==> config.mk <==
export PLATFORM = sky130hd
export DESIGN_NAME = fifo_stream_reader_flat
export DESIGN_NICKNAME = d
export VERILOG_FILES = /design/src/rtl/fifo_pkg.sv /design/src/rtl/fifo_stream_reader_if.sv /design/src/rtl/fifo_stream_buf.sv /design/src/rtl/fifo_stream_reader.sv /design/src/flat_wrapper.sv
export SDC_FILE = /design/constraint.sdc
export NUM_CORES = 1
export LEC_CHECK = 0
export ABC_AREA = 1
export CORE_ASPECT_RATIO = 0.75
export CORE_MARGIN = 2
export CORE_UTILIZATION = 40
export CTS_CLUSTER_DIAMETER = 150
export DETAILED_ROUTE_END_ITERATION = 12
export PLACE_DENSITY_LB_ADDON = 0.08
export SYNTH_ARGS = -nofsm -noshare
export SYNTH_HDL_FRONTEND = slang
export SYNTH_SLANG_ARGS = --single-unit
==> constraint.sdc <==
create_clock -name clk -period 1.43 [get_ports clk]
set_input_delay 0.286 -clock clk [delete_from_list [all_inputs] [get_ports clk]]
set_output_delay 0.286 -clock clk [all_outputs]
set_load 0.01 [all_outputs]
==> src/rtl/fifo_pkg.sv <==
// rtl/fifo_pkg.sv - shared constants for the FIFO read-side helpers
// Holds the legal read-latency range, the default word width and the
// output-buffer sizing rule used by fifo_stream_reader.
package fifo_pkg;

    localparam int DEFAULT_DATA_WIDTH = 8;
    localparam int RD_LATENCY_MIN     = 1;
    localparam int RD_LATENCY_MAX     = 2;

    // One entry per in-flight read plus two, so a full read pipeline and a
    // stalled head word never starve the stream.
    function automatic int buf_depth(input int rd_latency);
        return rd_latency + 2;
    endfunction

endpackage

==> src/rtl/fifo_stream_reader_if.sv <==
// rtl/fifo_stream_reader_if.sv - FIFO read port plus output stream bundle
// Signals:
//   fifo_empty / fifo_rd_en / fifo_dout : FIFO read port
//   out_data / out_valid / out_ready    : downstream valid/ready stream
// Modports:
//   master : the reader (drives fifo_rd_en and the stream)
//   slave  : the environment (FIFO and consumer)
interface fifo_stream_reader_if
    import fifo_pkg::*;
#(
    parameter int DATA_WIDTH = DEFAULT_DATA_WIDTH
);

    logic                  fifo_empty;
    logic                  fifo_rd_en;
    logic [DATA_WIDTH-1:0] fifo_dout;
    logic [DATA_WIDTH-1:0] out_data;
    logic                  out_valid;
    logic                  out_ready;

    modport master (
        input  fifo_empty,
        input  fifo_dout,
        input  out_ready,
        output fifo_rd_en,
        output out_data,
        output out_valid
    );

    modport slave (
        output fifo_empty,
        output fifo_dout,
        output out_ready,
        input  fifo_rd_en,
        input  out_data,
        input  out_valid
    );

endinterface

==> src/rtl/fifo_stream_buf.sv <==
// rtl/fifo_stream_buf.sv - circular output buffer for fifo_stream_reader
// Ports:
//   clk, rst   : clock, asynchronous active-high reset
//   flush      : synchronous drop of all entries
//   push, push_data : write one word at the tail
//   pop        : remove the head word (caller guarantees occ != 0)
//   occ        : number of stored words, 0..DEPTH
//   head_data  : word at the head
module fifo_stream_buf
    import fifo_pkg::*;
#(
    parameter int DATA_WIDTH = DEFAULT_DATA_WIDTH,
    parameter int DEPTH      = 3,
    localparam int PW        = (DEPTH > 1) ? $clog2(DEPTH) : 1,
    localparam int CW        = $clog2(DEPTH + 1)
) (
    input  logic                  clk,
    input  logic                  rst,
    input  logic                  flush,
    input  logic                  push,
    input  logic [DATA_WIDTH-1:0] push_data,
    input  logic                  pop,
    output logic [CW-1:0]         occ,
    output logic [DATA_WIDTH-1:0] head_data
);

    logic [DATA_WIDTH-1:0] mem [DEPTH];
    logic [PW-1:0]         wr_ptr;
    logic [PW-1:0]         rd_ptr;

    // DEPTH need not be a power of two, so wrap explicitly.
    function automatic logic [PW-1:0] ptr_inc(input logic [PW-1:0] p);
        return (p == PW'(DEPTH - 1)) ? '0 : p + 1'b1;
    endfunction

    always_ff @(posedge clk or posedge rst) begin
        if (rst) begin
            for (int i = 0; i < DEPTH; i++) begin
                mem[i] <= '0;
            end
            wr_ptr <= '0;
            rd_ptr <= '0;
            occ    <= '0;
        end else if (flush) begin
            wr_ptr <= '0;
            rd_ptr <= '0;
            occ    <= '0;
        end else begin
            if (push) begin
                mem[wr_ptr] <= push_data;
                wr_ptr      <= ptr_inc(wr_ptr);
            end
            if (pop) begin
                rd_ptr <= ptr_inc(rd_ptr);
            end
            case ({push, pop})
                2'b10:   occ <= occ + 1'b1;
                2'b01:   occ <= occ - 1'b1;
                default: occ <= occ;
            endcase
        end
    end

    assign head_data = mem[rd_ptr];

endmodule

==> src/rtl/fifo_stream_reader.sv <==
// rtl/fifo_stream_reader.sv - FIFO read-side master presenting a valid/ready stream
// Pops a FIFO whenever the output buffer has room for every outstanding read,
// hides the FIFO read latency and sustains one word per cycle.
// Ports:
//   clk, rst   : FIFO read clock, asynchronous active-high reset
//   bus        : fifo_stream_reader_if.master (FIFO read port + output stream)
//   flush      : one-cycle synchronous drop of buffered and in-flight words
//   busy       : buffer non-empty or reads in flight
//   rd_count   : words delivered, 16-bit wrapping (only with FIFO_RDR_CNT_EN)
// Build option: define FIFO_RDR_CNT_EN to add the rd_count port and counter.
module fifo_stream_reader
    import fifo_pkg::*;
#(
    parameter int DATA_WIDTH = DEFAULT_DATA_WIDTH,
    parameter int RD_LATENCY = 1
) (
    input  logic        clk,
    input  logic        rst,
    fifo_stream_reader_if.master bus,
    input  logic        flush,
    output logic        busy
`ifdef FIFO_RDR_CNT_EN
    ,
    output logic [15:0] rd_count
`endif
);

    localparam int BUF_DEPTH = buf_depth(RD_LATENCY);
    localparam int CW        = $clog2(BUF_DEPTH + 1);

    if (RD_LATENCY < RD_LATENCY_MIN || RD_LATENCY > RD_LATENCY_MAX) begin : g_bad_latency
        $error("fifo_stream_reader: RD_LATENCY must be 1 or 2");
    end

    logic [RD_LATENCY-1:0] inflight_sr;
    logic [CW-1:0]         inflight;
    logic [CW-1:0]         occ;
    logic                  rd_en;
    logic                  capture;
    logic                  xfer;
    logic [DATA_WIDTH-1:0] head_data;

    always_comb begin
        inflight = '0;
        for (int i = 0; i < RD_LATENCY; i++) begin
            inflight = inflight + CW'(inflight_sr[i]);
        end
    end

    // Credit: only registered occupancy feeds this, so out_ready never
    // reaches fifo_rd_en combinationally.
    assign rd_en   = !rst && !bus.fifo_empty && !flush
                     && ((occ + inflight) < CW'(BUF_DEPTH));
    assign capture = inflight_sr[RD_LATENCY-1];
    assign xfer    = bus.out_valid && bus.out_ready;

    // Tail of this shift register lines up with fifo_dout being valid.
    always_ff @(posedge clk or posedge rst) begin
        if (rst) begin
            inflight_sr <= '0;
        end else if (flush) begin
            inflight_sr <= '0;
        end else begin
            inflight_sr[0] <= rd_en;
            for (int i = 1; i < RD_LATENCY; i++) begin
                inflight_sr[i] <= inflight_sr[i-1];
            end
        end
    end

    fifo_stream_buf #(
        .DATA_WIDTH (DATA_WIDTH),
        .DEPTH      (BUF_DEPTH)
    ) u_buf (
        .clk       (clk),
        .rst       (rst),
        .flush     (flush),
        .push      (capture && !flush),
        .push_data (bus.fifo_dout),
        .pop       (xfer),
        .occ       (occ),
        .head_data (head_data)
    );

    assign bus.fifo_rd_en = rd_en;
    assign bus.out_valid  = (occ != '0);
    assign bus.out_data   = head_data;
    assign busy           = (occ != '0) || (inflight != '0);

`ifdef FIFO_RDR_CNT_EN
    // A transfer in the flush cycle was seen by the consumer, so it counts.
    always_ff @(posedge clk or posedge rst) begin
        if (rst) begin
            rd_count <= '0;
        end else if (xfer) begin
            rd_count <= rd_count + 16'd1;
        end
    end
`endif

endmodule

==> src/flat_wrapper.sv <==
// flat-port wrapper written by rule: the top's interface ports become plain ports
module fifo_stream_reader_flat import fifo_pkg::*;
#(
    parameter int DATA_WIDTH = DEFAULT_DATA_WIDTH,
    parameter int RD_LATENCY = 1
)
  (clk, rst, flush, busy, bus_fifo_empty, bus_fifo_dout, bus_out_ready, bus_fifo_rd_en, bus_out_data, bus_out_valid);
  fifo_stream_reader_if #(.DATA_WIDTH(DATA_WIDTH)) bus_i ();
  input  logic clk;
  input  logic rst;
  input  logic flush;
  output logic busy;
  input wire logic [$bits(bus_i.fifo_empty)-1:0] bus_fifo_empty;
  input wire logic [$bits(bus_i.fifo_dout)-1:0] bus_fifo_dout;
  input wire logic [$bits(bus_i.out_ready)-1:0] bus_out_ready;
  output wire logic [$bits(bus_i.fifo_rd_en)-1:0] bus_fifo_rd_en;
  output wire logic [$bits(bus_i.out_data)-1:0] bus_out_data;
  output wire logic [$bits(bus_i.out_valid)-1:0] bus_out_valid;
  assign bus_i.fifo_empty = bus_fifo_empty;
  assign bus_i.fifo_dout = bus_fifo_dout;
  assign bus_i.out_ready = bus_out_ready;
  assign bus_fifo_rd_en = bus_i.fifo_rd_en;
  assign bus_out_data = bus_i.out_data;
  assign bus_out_valid = bus_i.out_valid;
  fifo_stream_reader #(.DATA_WIDTH(DATA_WIDTH), .RD_LATENCY(RD_LATENCY)) u_core (.clk(clk), .rst(rst), .bus(bus_i), .flush(flush), .busy(busy));
endmodule
==> flow_summary.toml <==
[outcome]
run_status = "finished, violations left"
failed_checks = "negative setup slack"

[global_route]
first_global_vias = 1335
grt_pass1_wl_mm = 5.98
globalRouteTotalUtil_pct = 17.6
grt_max_degree = 32
grt_antenna_before_repair = 0
globalRoute.totalOverflow = 0

[worst_setup_path]
worstPathArrival_ns = 1.32
reg_to_reg_setup_timing_slack_ns = 0.10
worstSetupEndpointType = "primary output"
worstSetupPathType = "flip-flop to primary output"
worst_ep_required_time_ns = 1.14
worstPathMaxFanout = 2
kind_of_start_point_of_the_critical_path = "flip-flop"

[detailed_routing]
vias = 1332
drt_wl_total_mm = 3.56
route.antenna.remaining_nets = 0
drc_marker_count_from_the_first_detailed_route_iteration = 67
dr.pass1.iters = 4
routed_length_per_instance_um = 13.0
remaining_drc_errors = 0
vias_per_cell = 4.86

[yosys]
synth-adder-area-share_pct = 0.798
synth.top_cell.area_share_pct = 49.5
yosys-top-cells-area = "dfrtp_1, nand2_1, o21ai_2"
yosys.area.top_type = "dfrtp_1"
post_synth.cell_area_avg_sq_um = 9.11
yosys.area_share.simple_pct = 25.7
synth_top_family_by_area = "simple AND/OR/NAND/NOR gates"
syn_area_sq_um = 1570
synth-compound-area-share_pct = 16.4
synth-warning-count = 0
synth_xor_xnor_area_share_pct = 0.559
post_synth_num_cell_types = 20
syn-instance-count = 172
synthesized_flop_and_latch_total = 31
synth_sequential_area_ratio_pct = 49.5
synth.mux.area_fraction_pct = 0
postSynthNetCount = 186

[placed_design]
place_inst = 262
dp_hpwl_mm = 2.27
place_area_sq_um = 2000
place_congestion = 0.795
io_buffers = 23

[final_layout]
layout.cells.most_common = "nand2_1"
final.fill_count = 344
flow.area_growth_from_synthesis_pct = 43.4
antennaDiodeCount = 0
most-common-layout-cells = "nand2_1, dfrtp_1, o21ai_2, buf_4, clkdlybuf4s50_1"
share_of_layout_cells_above_drive_strength_1_pct = 46.8
fin_cells = 274
layout.nets = 236
fin_area_sq_um = 2250

[power_and_ir_drop]
sw_frac_of_total_pct = 29.7
power_frac_clock_pct = 29.3
combPwrFrac_pct = 27.2
worst_ir_drop_vdd_mv = 0.573
share_seq_of_total_power_pct = 43.5
powerDensity_nw_per_um2 = 1070
total_leakage_power_nw = 1.19
switchingPower_mw = 0.711
cellInternalPower_mw = 1.68

[timing]
slew_headroom_pct = 80.9
clock.fmax_mhz = 624
tightestPinTransition_ns = 0.286
slew_viol_final = 0
grt_setup_unrepaired = "true"
finalSetupViolCount = 10
final.setup.worst_slack_ns = -0.171
post-route-period-util_pct = 112
final.setup_skew_ns = 0.00488
min_period_ns = 1.60
timing.final.hold_violations = 0

[clocking]
tritoncts_clock_tree = "yes"
clock_tree.root_cell = "clkbuf_8"
cts_inserted_buffers = 5
clock-sinks = 31
worstSkewPairLatency_ns = 0.28
htree_num_levels = 2
clkTransAtPathRegs_ns = 0.06
clock_path_buffers = 2
postCtsHoldBufs = 0

[worst_hold_path]
min-delay-path-class = "input port to asynchronous set/reset pin"

[flow_run]
max-cap-violations = 0

[floorplanning]
die_area_sq_um = 4440
core-area_sq_um = 3710
fp.dieW_um = 76.3
die_height_um = 58.2
placement_rows = 19
number_of_top_level_pins = 24
initial_utilization_pct = 42.3
## flip-flops by register name, indices dropped and copies added, names as in the netlist
name                 count
u_core.capture           1
u_core.u_buf.mem        24
u_core.u_buf.occ         2
u_core.u_buf.rd_ptr      2
u_core.u_buf.wr_ptr      2
## cells by family (layout without fill, tap and decap cells)
family	count (synthesis)	after routing
fa+ha+maj	1	1
simple gates	85	86
flops	31	31
xor+xnor	1	1
buf+inv	23	72
compound gates	31	31
## path summary, 6_finish.rpt
| check | from | depth (start not counted) | end |
|---|---|---|---|
| hold reg to reg | u_core.u_buf.mem[1] | 2 | u_core.u_buf.mem[1] |
| setup reg to reg | u_core.u_buf.occ[0] | 9 | u_core.u_buf.occ[0] |
| min in group clk | u_core.u_buf.mem[1] | 2 | u_core.u_buf.mem[1] |
| setup / recovery | u_core.capture | 4 | bus_fifo_rd_en |
| max in group asynchronous | rst | 3 | u_core.u_buf.mem[12] |
| hold / removal | rst | 3 | u_core.u_buf.occ[1] |
## cell usage after synthesis
master and instances:
a21oi_2 1, buf_6 3, dfrtp_1 31, ha_1 1, inv_1 17, inv_2 2, inv_4 1, nand2_1 63
nand2_2 1, nand2_4 1, nand3_1 12, nand3_4 4, nand4_1 1, nor2_1 2, nor3_1 1, o21a_1 2
o21ai_0 2, o21ai_2 24, o22ai_1 2, xor2_1 1
## per-stage QoR
step	TNS [ns]	worst slack [ns]	utilization [%]	power [mW]	hold slack (ns)
global placement	-7.05	-0.469	54.0	1.60	0.463
detailed placement	-8.12	-0.512	54.0	1.62	0.468
finish	-1.46	-0.171	60.6	2.40	0.382
CTS	-1.25	-0.164	58.0	2.34	0.402
global route	-2.33	-0.233	60.6	2.53	0.417
floorplan	0	0.202	-	1.32	0.390
## power by group through the flow
| stage | Sequential (mW) | Combinational, mW | Clock [mW] |
|---|---|---|---|
| finish | 1.04 | 0.653 | 0.702 |
| global route | 1.05 | 0.717 | 0.759 |
| CTS | 1.03 | 0.596 | 0.710 |
| detailed placement | 1.03 | 0.586 | 0 |
| global placement | 1.03 | 0.573 | 0 |
| floorplan | 1.03 | 0.294 | 0 |
## routing by layer
layer	GRT usage, %	vias up	share of wire, %
met4	6.23	0	2.0
li1	-	657	-
met1	20.7	639	46
met3	5.92	8	4.0
met2	30.5	28	48
met5	0	-	0
## worst max-delay path: stages, from the launching register on
cell and delay (ns):
dfrtp_1 0.41, ha_4 0.28, nand2_2 0.05, o21a_1 0.16
buf_2 0.13
## layout make-up
cell class                      count  area, sq um  area share (%)
Inverter                           20         80.1            3.56
Clock buffer                        6         82.6            3.67
Multi-Input combinational cell    119          821            36.5
Timing Repair Buffer               45          419            18.6
Sequential cell                    31          776            34.5
Tap cell                           52         65.1            2.89
Clock inverter                      1         5.00           0.223
## what timing repair did
action / in CTS / in global routing
gates cloned: 0 / 1
endpoints found under the hold margin: 0 / 0
pin swaps: 14 / 2
setup buffers: 6 / 1
gates resized for setup: 73 / 16
setup endpoints to repair: 11 / 14
(Power assumes the default switching activity.)
